$ cat src/rtl/cnt_ud_tc.sv
// rtl/cnt_ud_tc.sv - loadable up/down binary counter with terminal-count detect and carry-out pulse
//
// Optional build macro: CNT_UD_TC_SCLR_EN (adds the SCLR synchronous clear input)
//
// Parameters:
//   WIDTH   counter width in bits (2..16)
//   ONESHOT 0 = free-running wrap, 1 = stop at terminal until LD
//   INIT    value forced into Q by CD (and SCLR when built in)
//
// Ports:
//   CK   in   rising-edge clock
//   CD   in   asynchronous clear, active-high
//   SP   in   count enable
//   LD   in   synchronous parallel load (beats SP)
//   SCLR in   synchronous clear, only with CNT_UD_TC_SCLR_EN (beats LD and SP)
//   UP   in   direction, 1 = increment, 0 = decrement
//   D    in   parallel load data
//   Q    out  registered counter value
//   TC   out  terminal count, combinational from Q, UP and state
//   CO   out  registered one-cycle pulse after a terminal step
//   RUN  out  high while the state machine is in COUNT
module cnt_ud_tc #(
  parameter int unsigned WIDTH   = 4,
  parameter int unsigned ONESHOT = 0,
  parameter int unsigned INIT    = 0
) (
  input  logic             CK,
  input  logic             CD,
  input  logic             SP,
  input  logic             LD,
`ifdef CNT_UD_TC_SCLR_EN
  input  logic             SCLR,
`endif
  input  logic             UP,
  input  logic [WIDTH-1:0] D,
  output logic [WIDTH-1:0] Q,
  output logic             TC,
  output logic             CO,
  output logic             RUN
);

  typedef enum logic [1:0] {
    S_IDLE  = 2'd0,
    S_COUNT = 2'd1,
    S_DONE  = 2'd2
  } state_t;

  localparam logic [WIDTH-1:0] INIT_V = INIT[WIDTH-1:0];
  localparam logic [WIDTH-1:0] ONE_V  = {{(WIDTH-1){1'b0}}, 1'b1};
  localparam logic [WIDTH-1:0] ONES_V = {WIDTH{1'b1}};
  localparam logic [WIDTH-1:0] ZERO_V = {WIDTH{1'b0}};
  // One-shot parts wait in IDLE for their first load; free-running parts
  // live permanently in COUNT.
  localparam state_t RST_STATE = (ONESHOT != 0) ? S_IDLE : S_COUNT;

  state_t           state_q, state_d;
  logic [WIDTH-1:0] q_q, q_d;
  logic             co_q, co_d;
  logic [WIDTH-1:0] term;
  logic             tc;
  logic             sclr;

`ifdef CNT_UD_TC_SCLR_EN
  assign sclr = SCLR;
`else
  assign sclr = 1'b0;
`endif

  // Terminal value tracks UP directly so a direction flip moves TC
  // in the same cycle.
  assign term = UP ? ONES_V : ZERO_V;
  assign tc   = (q_q == term) && (state_q == S_COUNT);

  always_ff @(posedge CK or posedge CD) begin
    if (CD) begin
      state_q <= RST_STATE;
      q_q     <= INIT_V;
      co_q    <= 1'b0;
    end else begin
      state_q <= state_d;
      q_q     <= q_d;
      co_q    <= co_d;
    end
  end

  always_comb begin
    state_d = state_q;
    q_d     = q_q;
    co_d    = 1'b0;
    if (sclr) begin
      state_d = RST_STATE;
      q_d     = INIT_V;
    end else if (LD) begin
      state_d = S_COUNT;
      q_d     = D;
    end else if ((state_q == S_COUNT) && SP) begin
      // A step taken at terminal is the wrap step and raises CO next cycle.
      co_d = tc;
      if (tc && (ONESHOT != 0)) begin
        // One-shot parks on the terminal value instead of wrapping.
        state_d = S_DONE;
      end else if (UP) begin
        q_d = q_q + ONE_V;
      end else begin
        q_d = q_q - ONE_V;
      end
    end
  end

  assign Q   = q_q;
  assign TC  = tc;
  assign CO  = co_q;
  assign RUN = (state_q == S_COUNT);

endmodule

$ cat config.mk
export PLATFORM = sky130hd
export DESIGN_NAME = cnt_ud_tc
export DESIGN_NICKNAME = d
export VERILOG_FILES = /design/src/rtl/cnt_ud_tc.sv
export SDC_FILE = /design/constraint.sdc
export NUM_CORES = 1
export LEC_CHECK = 0
export ABC_AREA = 1
export CAP_MARGIN = 20
export CORE_AREA = 3 3 40 42
export CTS_CLUSTER_DIAMETER = 80
export DETAILED_ROUTE_END_ITERATION = 8
export DIE_AREA = 0 0 43 45
export DONT_BUFFER_PORTS = 1
export PLACE_DENSITY = 0.44
export SLEW_MARGIN = 20
export SYNTH_ARGS = -nofsm -noshare
export SYNTH_HDL_FRONTEND = slang
export SYNTH_SLANG_ARGS = --single-unit
$ cat constraint.sdc
create_clock -name CK -period 2.3 [get_ports CK]
set_clock_uncertainty 0.2 [all_clocks]
set_input_delay 0.46 -clock CK [delete_from_list [all_inputs] [get_ports CK]]
set_output_delay 0.46 -clock CK [all_outputs]
set_load 0.03 [all_outputs]
# After elaboration in Yosys (flattened, before gate mapping)
# Index checks and enable logic that the tools add are counted.
# word_totals
ff_bits,5
wordCells,12
# op_classes
n_eq_ne,1
mux,6
n_reduce_logical,1
add_sub_neg,2
# op_table
op,count
$mux 4,4
$add 4x1->4 const B,1
$eq 4x4->1,1
$sub 4x1->4 const B,1
$mux 1,2
$reduce_bool 2->1,1

# Longest topological paths before layout
# Gate-level depths: netlist (run 1).
# logic_depth
depth_word,4
mapped_depth,7

# Worst setup path before layout (run 1)
# Ideal clock, no wire load.
# synth_path
kind,register to output
from,register q_q[2] (netlist: Q[2])
to,output TC
arrival_ns,1.331
path_stages_with_launch,6
setup_slack_ns,0.309
path_buffers,0
path_cell_list,dfrtp_1 ha_1 nand2_1 a21oi_2 nand2_1 inv_1
# synth_between
elab_chain_cells,1
# synth_rtl
element,line_no,text
from (decl),57,"logic [WIDTH-1:0] q_q, q_d;"
from (signal assigned),81,q_q <= q_d;
$eq 4x4->1,72,assign tc = (q_q == term) && (state_q == S_COUNT);
to (decl),37,"output logic TC,"
# Every way passes these cells.

# Worst setup path in the final report (run 1)
# Ends and elaborated chain as after synthesis.

==> results of run 1 <==
==> registers in the layout, indices dropped and copies added, names as in the netlist <==
signal and cells:
Q 4, CO 1
==> through the flow <==
| step | power (mW) | hold slack [ns] | worst slack, ns | instance area (um^2) | std cells |
|---|---|---|---|---|---|
| 3_5_place_dp | 0.2155 | 0.06738 | 0.2535 | 391.6 | 67 |
| 6_report | 0.3139 | 0.1566 | 0.1528 | 427.9 | 72 |
| 2_1_floorplan | 0.1939 | 0.03852 | 0.3087 | 365.4 | 51 |
| 5_1_grt | 0.3417 | 0.1559 | 0.02640 | 427.9 | 72 |
| 4_1_cts | 0.3208 | 0.1535 | 0.1261 | 427.9 | 72 |
| 3_3_place_gp | 0.2153 | 0.06800 | 0.2536 | 391.6 | 67 |
==> cells by family (layout without fill, tap and decap cells) <==
kind of cell	count (synthesis)	in the layout	synth area share, %
buffers and inverters	9	15	10.28
other	1	1	1.026
AND/OR/NAND/NOR	28	28	31.85
AO/OA/AOI/OAI	5	5	10.28
adder cells (fa/ha/maj)	3	3	12.33
flip-flops	5	5	34.25
==> timing repair <==
action,4_1_cts,5_1_grt
hold buffers,1,0
setup buffers,0,0
endpoints found under the hold margin,5,0
==> power by group <==
part / switching, mW / total, mW / internal (mW)
clock: 0.0342 / 0.0997 / 0.0655
sequential: 0.0216 / 0.120 / 0.0980
combinational: 0.0611 / 0.0946 / 0.0335
==> Yosys cell counts <==
cell type / instances
nor2_2: 1
conb_1: 1
ha_1: 2
o211ai_1: 1
a22oi_1: 1
nand2_1: 18
inv_2: 1
inv_1: 7
o21ai_1: 1
nand2_2: 1
dfrtp_1: 5
nor2_1: 3
fa_1: 1
nand3_1: 5
buf_4: 1
a21oi_2: 2
==> routing by layer <==
| layer | vias to the layer above | track usage, % | share of wire (%) |
|---|---|---|---|
| li1 | 171 | - | - |
| met1 | 145 | 13.14 | 47 |
| met2 | 14 | 14.97 | 42 |
| met3 | 2 | 1.992 | 10 |
| met4 | 0 | 9.036 | 1.3 |
| met5 | - | 0 | 0 |
==> how the worst max path moves through the flow <==
stage,from,end,cells past startpoint,slack (ns)
final,Q[2],TC,5,0.15
after global routing,Q[2],TC,5,0.03
after CTS,Q[2],TC,5,0.13
after detailed placement,UP,TC,6,0.25
after global placement,UP,TC,6,0.25
after floorplan,Q[2],TC,5,0.31
==> final cells by class <==
cell class              instances  area (um^2)  area share (%)
clock buffers                   4        26.28           6.140
inverters                       8        30.03           7.018
multi-input cells              37        202.7           47.37
flip-flops and latches          5        125.1           29.24
well taps                      15        18.77           4.386
repair buffers                  3        25.02           5.848
==> impl_metrics.csv, run 1 <==
group,metric,value,unit
critical_path,cp.arrival,1.49,ns
sta,hold_viol,0,
drt,num_vias,332,
flow_run,drv_cap,0,
synthesis,synthTopCellsByArea,"dfrtp_1 34%, nand2_1 18%, inv_1 7.2%",
sta,drv_slew,0,
power_and_ir_drop,p_leak,0.2340,nW
finish,drive_gt1_share,17.54,%
sta,rsz0062_at_grt,"false",
critical_path,endpoint_kind,"output port",
floorplanning,io_pins,16,
synthesis,synth_cell_types,16,
global_routing,antenna_found_initial,0,
sta,setup-violations-final,0,
synthesis,synth_cells,51,
floorplanning,die_h,45,um
finish,layout_commonest_cell,"nand2_1",
finish,fin_util,33.30,%
sta,worstMarginPinSlew,0.5096,ns
synthesis,synth-seq-cells,5,
critical_path,path_common_cell,"nand2_1",
critical_path,crit_path_max_incr_delay,0.37,ns
place,gp_congestion,0.7194,
drt,avgRoutedWirePerCell,11.07,um
finish,num_antenna_cells,0,
sta,finalCritPeriodShare,93.35,%
clocking,numCtsBuffers,3,
drt,route.detailed.drc,0,
floorplanning,die_x,43,um
worst_hold_path,hp-class,"input port to register",
critical_path,crit_slowest_cell,"dfrtp_1",
power_and_ir_drop,irDropWorstVdd,0.2953,mV
sta,period_minus_slack,2.147,ns
synthesis,synth_top_area_share,34.25,%
floorplanning,rows,13,
worst_hold_path,hold_depth,2,
clocking,clk_latency,0.24,ns
critical_path,critPathBufInv,1,
drt,wl,797,um
floorplanning,start_util,28.43,%
critical_path,critical_path_class,"register to output port",
critical_path,r2r_cells,5,
worst_hold_path,hp-start,"D[2]",
clocking,cts_tree,"done",
finish,fillers,151,
critical_path,rr_startpoint,"Q[0]",
critical_path,crit_path_cell_trace,"ha_1 > nand2_1 > a21oi_2 > nand2_1 > inv_1",
clocking,cts_root_buf,"clkbuf_4",
clocking,clock-sinks,5,
global_routing,grt_pass1_vias,346,
sta,relSlewSlack,66.03,%
global_routing,grt_max_degree,8,
clocking,h-tree-depth,1,
place,port_buffers,0,
critical_path,required,1.64,ns
floorplanning,coreArea,1285,um^2
clocking,clk_transition_reported_paths,0.04,ns
clocking,ctsResizeCount,0,
outcome,outcome,"finished, final reports clean",
synthesis,syn-mean-instance-area,7.164,um^2
drt,drt-initial-drc-count,3,
floorplanning,dieArea,1935,um^2
worst_hold_path,hold_end,"Q[2]",
synthesis,synthesis.nets,63,
global_routing,grt-ovfl-total,0,
synthesis,ys_warn_count,0,
critical_path,critPathTopFamily,"flip-flops",
synthesis,synth_top_cell_by_area,"dfrtp_1",
global_routing,grt_pass1_wl,1455,um
drt,dr.pass1.iters,5,
synthesis,seq_area_frac_synth,34.25,%
sta,setup_tns,0,ns
finish,layout_common_cells,"18 x nand2_1, 7 x inv_1, 5 x dfrtp_1, 5 x nand3_1",
critical_path,path_max_fanout,5,
finish,fin_nets,70,
power_and_ir_drop,power_density,733.6,nW/um^2
critical_path,start_kind,"register",
place,dp_hpwl,657.1,um
critical_path,r2r-end,"Q[2]",
drt,via_per_inst,4.611,
critical_path,r2r_slack,0.65,ns
global_routing,track_usage,10.36,%
finish,syn_to_final_growth,17.12,%
clocking,clockBufferDepth,2,
sta,fmax,0.4657,GHz
drt,ant_nets,0,
synthesis,netlist_area,365.4,um^2
Note: power is estimated with default switching activity, not from simulation.
==> inputs of run 2 (changes only) <==
- GPL_TIMING_DRIVEN: default -> 0
- HOLD_SLACK_MARGIN: default -> 0.02
==> impl_metrics.csv, run 2 (synthesized netlist as in run 1, its figures left out) <==
group,metric,value,unit
critical_path,required,1.64,ns
clocking,h-tree-depth,1,
floorplanning,rows,13,
global_routing,track_usage,10.52,%
finish,layout_commonest_cell,"nand2_1",
place,port_buffers,0,
sta,period_minus_slack,2.137,ns
clocking,cts_root_buf,"clkbuf_4",
global_routing,grt-ovfl-total,0,
flow_run,drv_cap,0,
finish,drive_gt1_share,23.21,%
global_routing,grt_max_degree,8,
drt,ant_nets,0,
power_and_ir_drop,p_leak,0.2238,nW
finish,fin_nets,69,
finish,largest_register_ff_count,4,
critical_path,critical_path_class,"register to output port",
power_and_ir_drop,irDropWorstVdd,0.2634,mV
clocking,cts_tree,"done",
worst_hold_path,hold_end,"Q[1]",
floorplanning,start_util,28.43,%
sta,setup_tns,0,ns
finish,num_antenna_cells,0,
power_and_ir_drop,p_total,316.5,uW
sta,hold_viol,0,
critical_path,r2r_cells,5,
drt,dr.pass1.iters,2,
clocking,clock-sinks,5,
critical_path,r2r-end,"Q[2]",
worst_hold_path,hold_depth,2,
global_routing,antenna_found_initial,0,
floorplanning,dieArea,1935,um^2
clocking,numCtsBuffers,3,
floorplanning,io_pins,16,
finish,syn_to_final_growth,19.18,%
worst_hold_path,hp-start,"LD",
critical_path,endpoint_kind,"output port",
place,gp_congestion,0.7067,
drt,avgRoutedWirePerCell,11.23,um
critical_path,path_max_fanout,4,
sta,setup-violations-final,0,
floorplanning,die_h,45,um
drt,via_per_inst,4.549,
worst_hold_path,hp-class,"input port to register",
power_and_ir_drop,power_density,727.0,nW/um^2
drt,wl,797,um
drt,route.detailed.drc,0,
outcome,outcome,"finished, final reports clean",
critical_path,start_kind,"register",
critical_path,cp.arrival,1.48,ns
sta,drv_slew,0,
global_routing,grt_pass1_vias,342,
place,dp_hpwl,652.2,um
sta,fmax,0.4679,GHz
sta,finalCritPeriodShare,92.93,%
floorplanning,die_x,43,um
clocking,clk_latency,0.24,ns
sta,rsz0062_at_grt,"false",
clocking,clk_transition_reported_paths,0.04,ns
global_routing,grt_pass1_wl,1490,um
floorplanning,coreArea,1285,um^2
drt,drt-initial-drc-count,1,
clocking,clockBufferDepth,2,
finish,layout_common_cells,"18 x nand2_1, 6 x inv_1, 5 x nand3_1",
critical_path,r2r_slack,0.66,ns
critical_path,rr_startpoint,"Q[0]",
drt,num_vias,323,
==> run 2: changes by cell type in the layout (fill, tap and decap cells not counted), sizes merged <==
| cell | previous run | this run |
|---|---|---|
| buf | 2 | 1 |
==> run 2: through the flow <==
step | utilization (%) | hold slack, ns | setup WS, ns | cell area, um^2 | cells
after floorplan | - | 0.03852 | 0.3087 | 365.4 | 51
after global placement | 29.89 | 0.06118 | 0.1947 | 384.1 | 66
after detailed placement | 29.89 | 0.06447 | 0.1905 | 384.1 | 66
after CTS | 33.89 | 0.1458 | 0.07786 | 435.4 | 71
after global routing | 33.89 | 0.1613 | 0.05180 | 435.4 | 71
final | 33.89 | 0.1536 | 0.1626 | 435.4 | 71
==> run 2: metal layers <==
layer  vias to the layer above  GRT usage (%)  share of wire, %
li1                        168              -                 -
met1                       136          13.11                46
met2                        15          15.27                42
met3                         4          2.390                10
met4                         0          9.036               1.9
met5                         -              0                 0
==> run 2: critical path, stage by stage (launching register included) <==
cell and delay [ns]:
dfrtp_2 0.49, ha_1 0.33, nand2_1 0.07, a21oi_2 0.10
nand2_1 0.10, inv_2 0.14
==> run 2: how the worst max path moves through the flow <==
stage / from / to / slack [ns] / cells past startpoint
floorplan: Q[2] / TC / 0.31 / 5
global placement: Q[2] / TC / 0.19 / 5
finish: Q[1] / TC / 0.16 / 5
global route: Q[1] / TC / 0.05 / 5
detailed placement: Q[2] / TC / 0.19 / 5
CTS: Q[1] / TC / 0.08 / 5
==> run 2: final cells by class <==
| class | instances | area (um^2) |
|---|---|---|
| sequential | 5 | 127.6 |
| tap | 15 | 18.77 |
| clock buffer | 4 | 26.28 |
| fill | 147 | 849.6 |
| timing repair buffer | 1 | 10.01 |
| inverter | 8 | 30.03 |
| multi-input combinational | 37 | 215.2 |
| buffer | 1 | 7.507 |
==> run 2: timing repair <==
action                     CTS  global route
resized for setup            3             1
hold buffers                 1             0
pin swaps                    0             0
setup buffers                0             0
hold endpoints to repair     5             0
setup endpoints to repair    1             1
==> run 2: power breakdown <==
part / leakage (nW) / switching, mW / internal, mW
logic: 0.149 / 0.0469 / 0.0335
registers: 0.0599 / 0.0368 / 0.0989
clock network: 0.0150 / 0.0350 / 0.0655
==> inputs of run 3 (changes only) <==
- CAP_MARGIN: 20 -> default
- GPL_TIMING_DRIVEN: 0 -> default
==> results of run 3 <==
Final layout, timing and power as in run 1 (identical DEF).
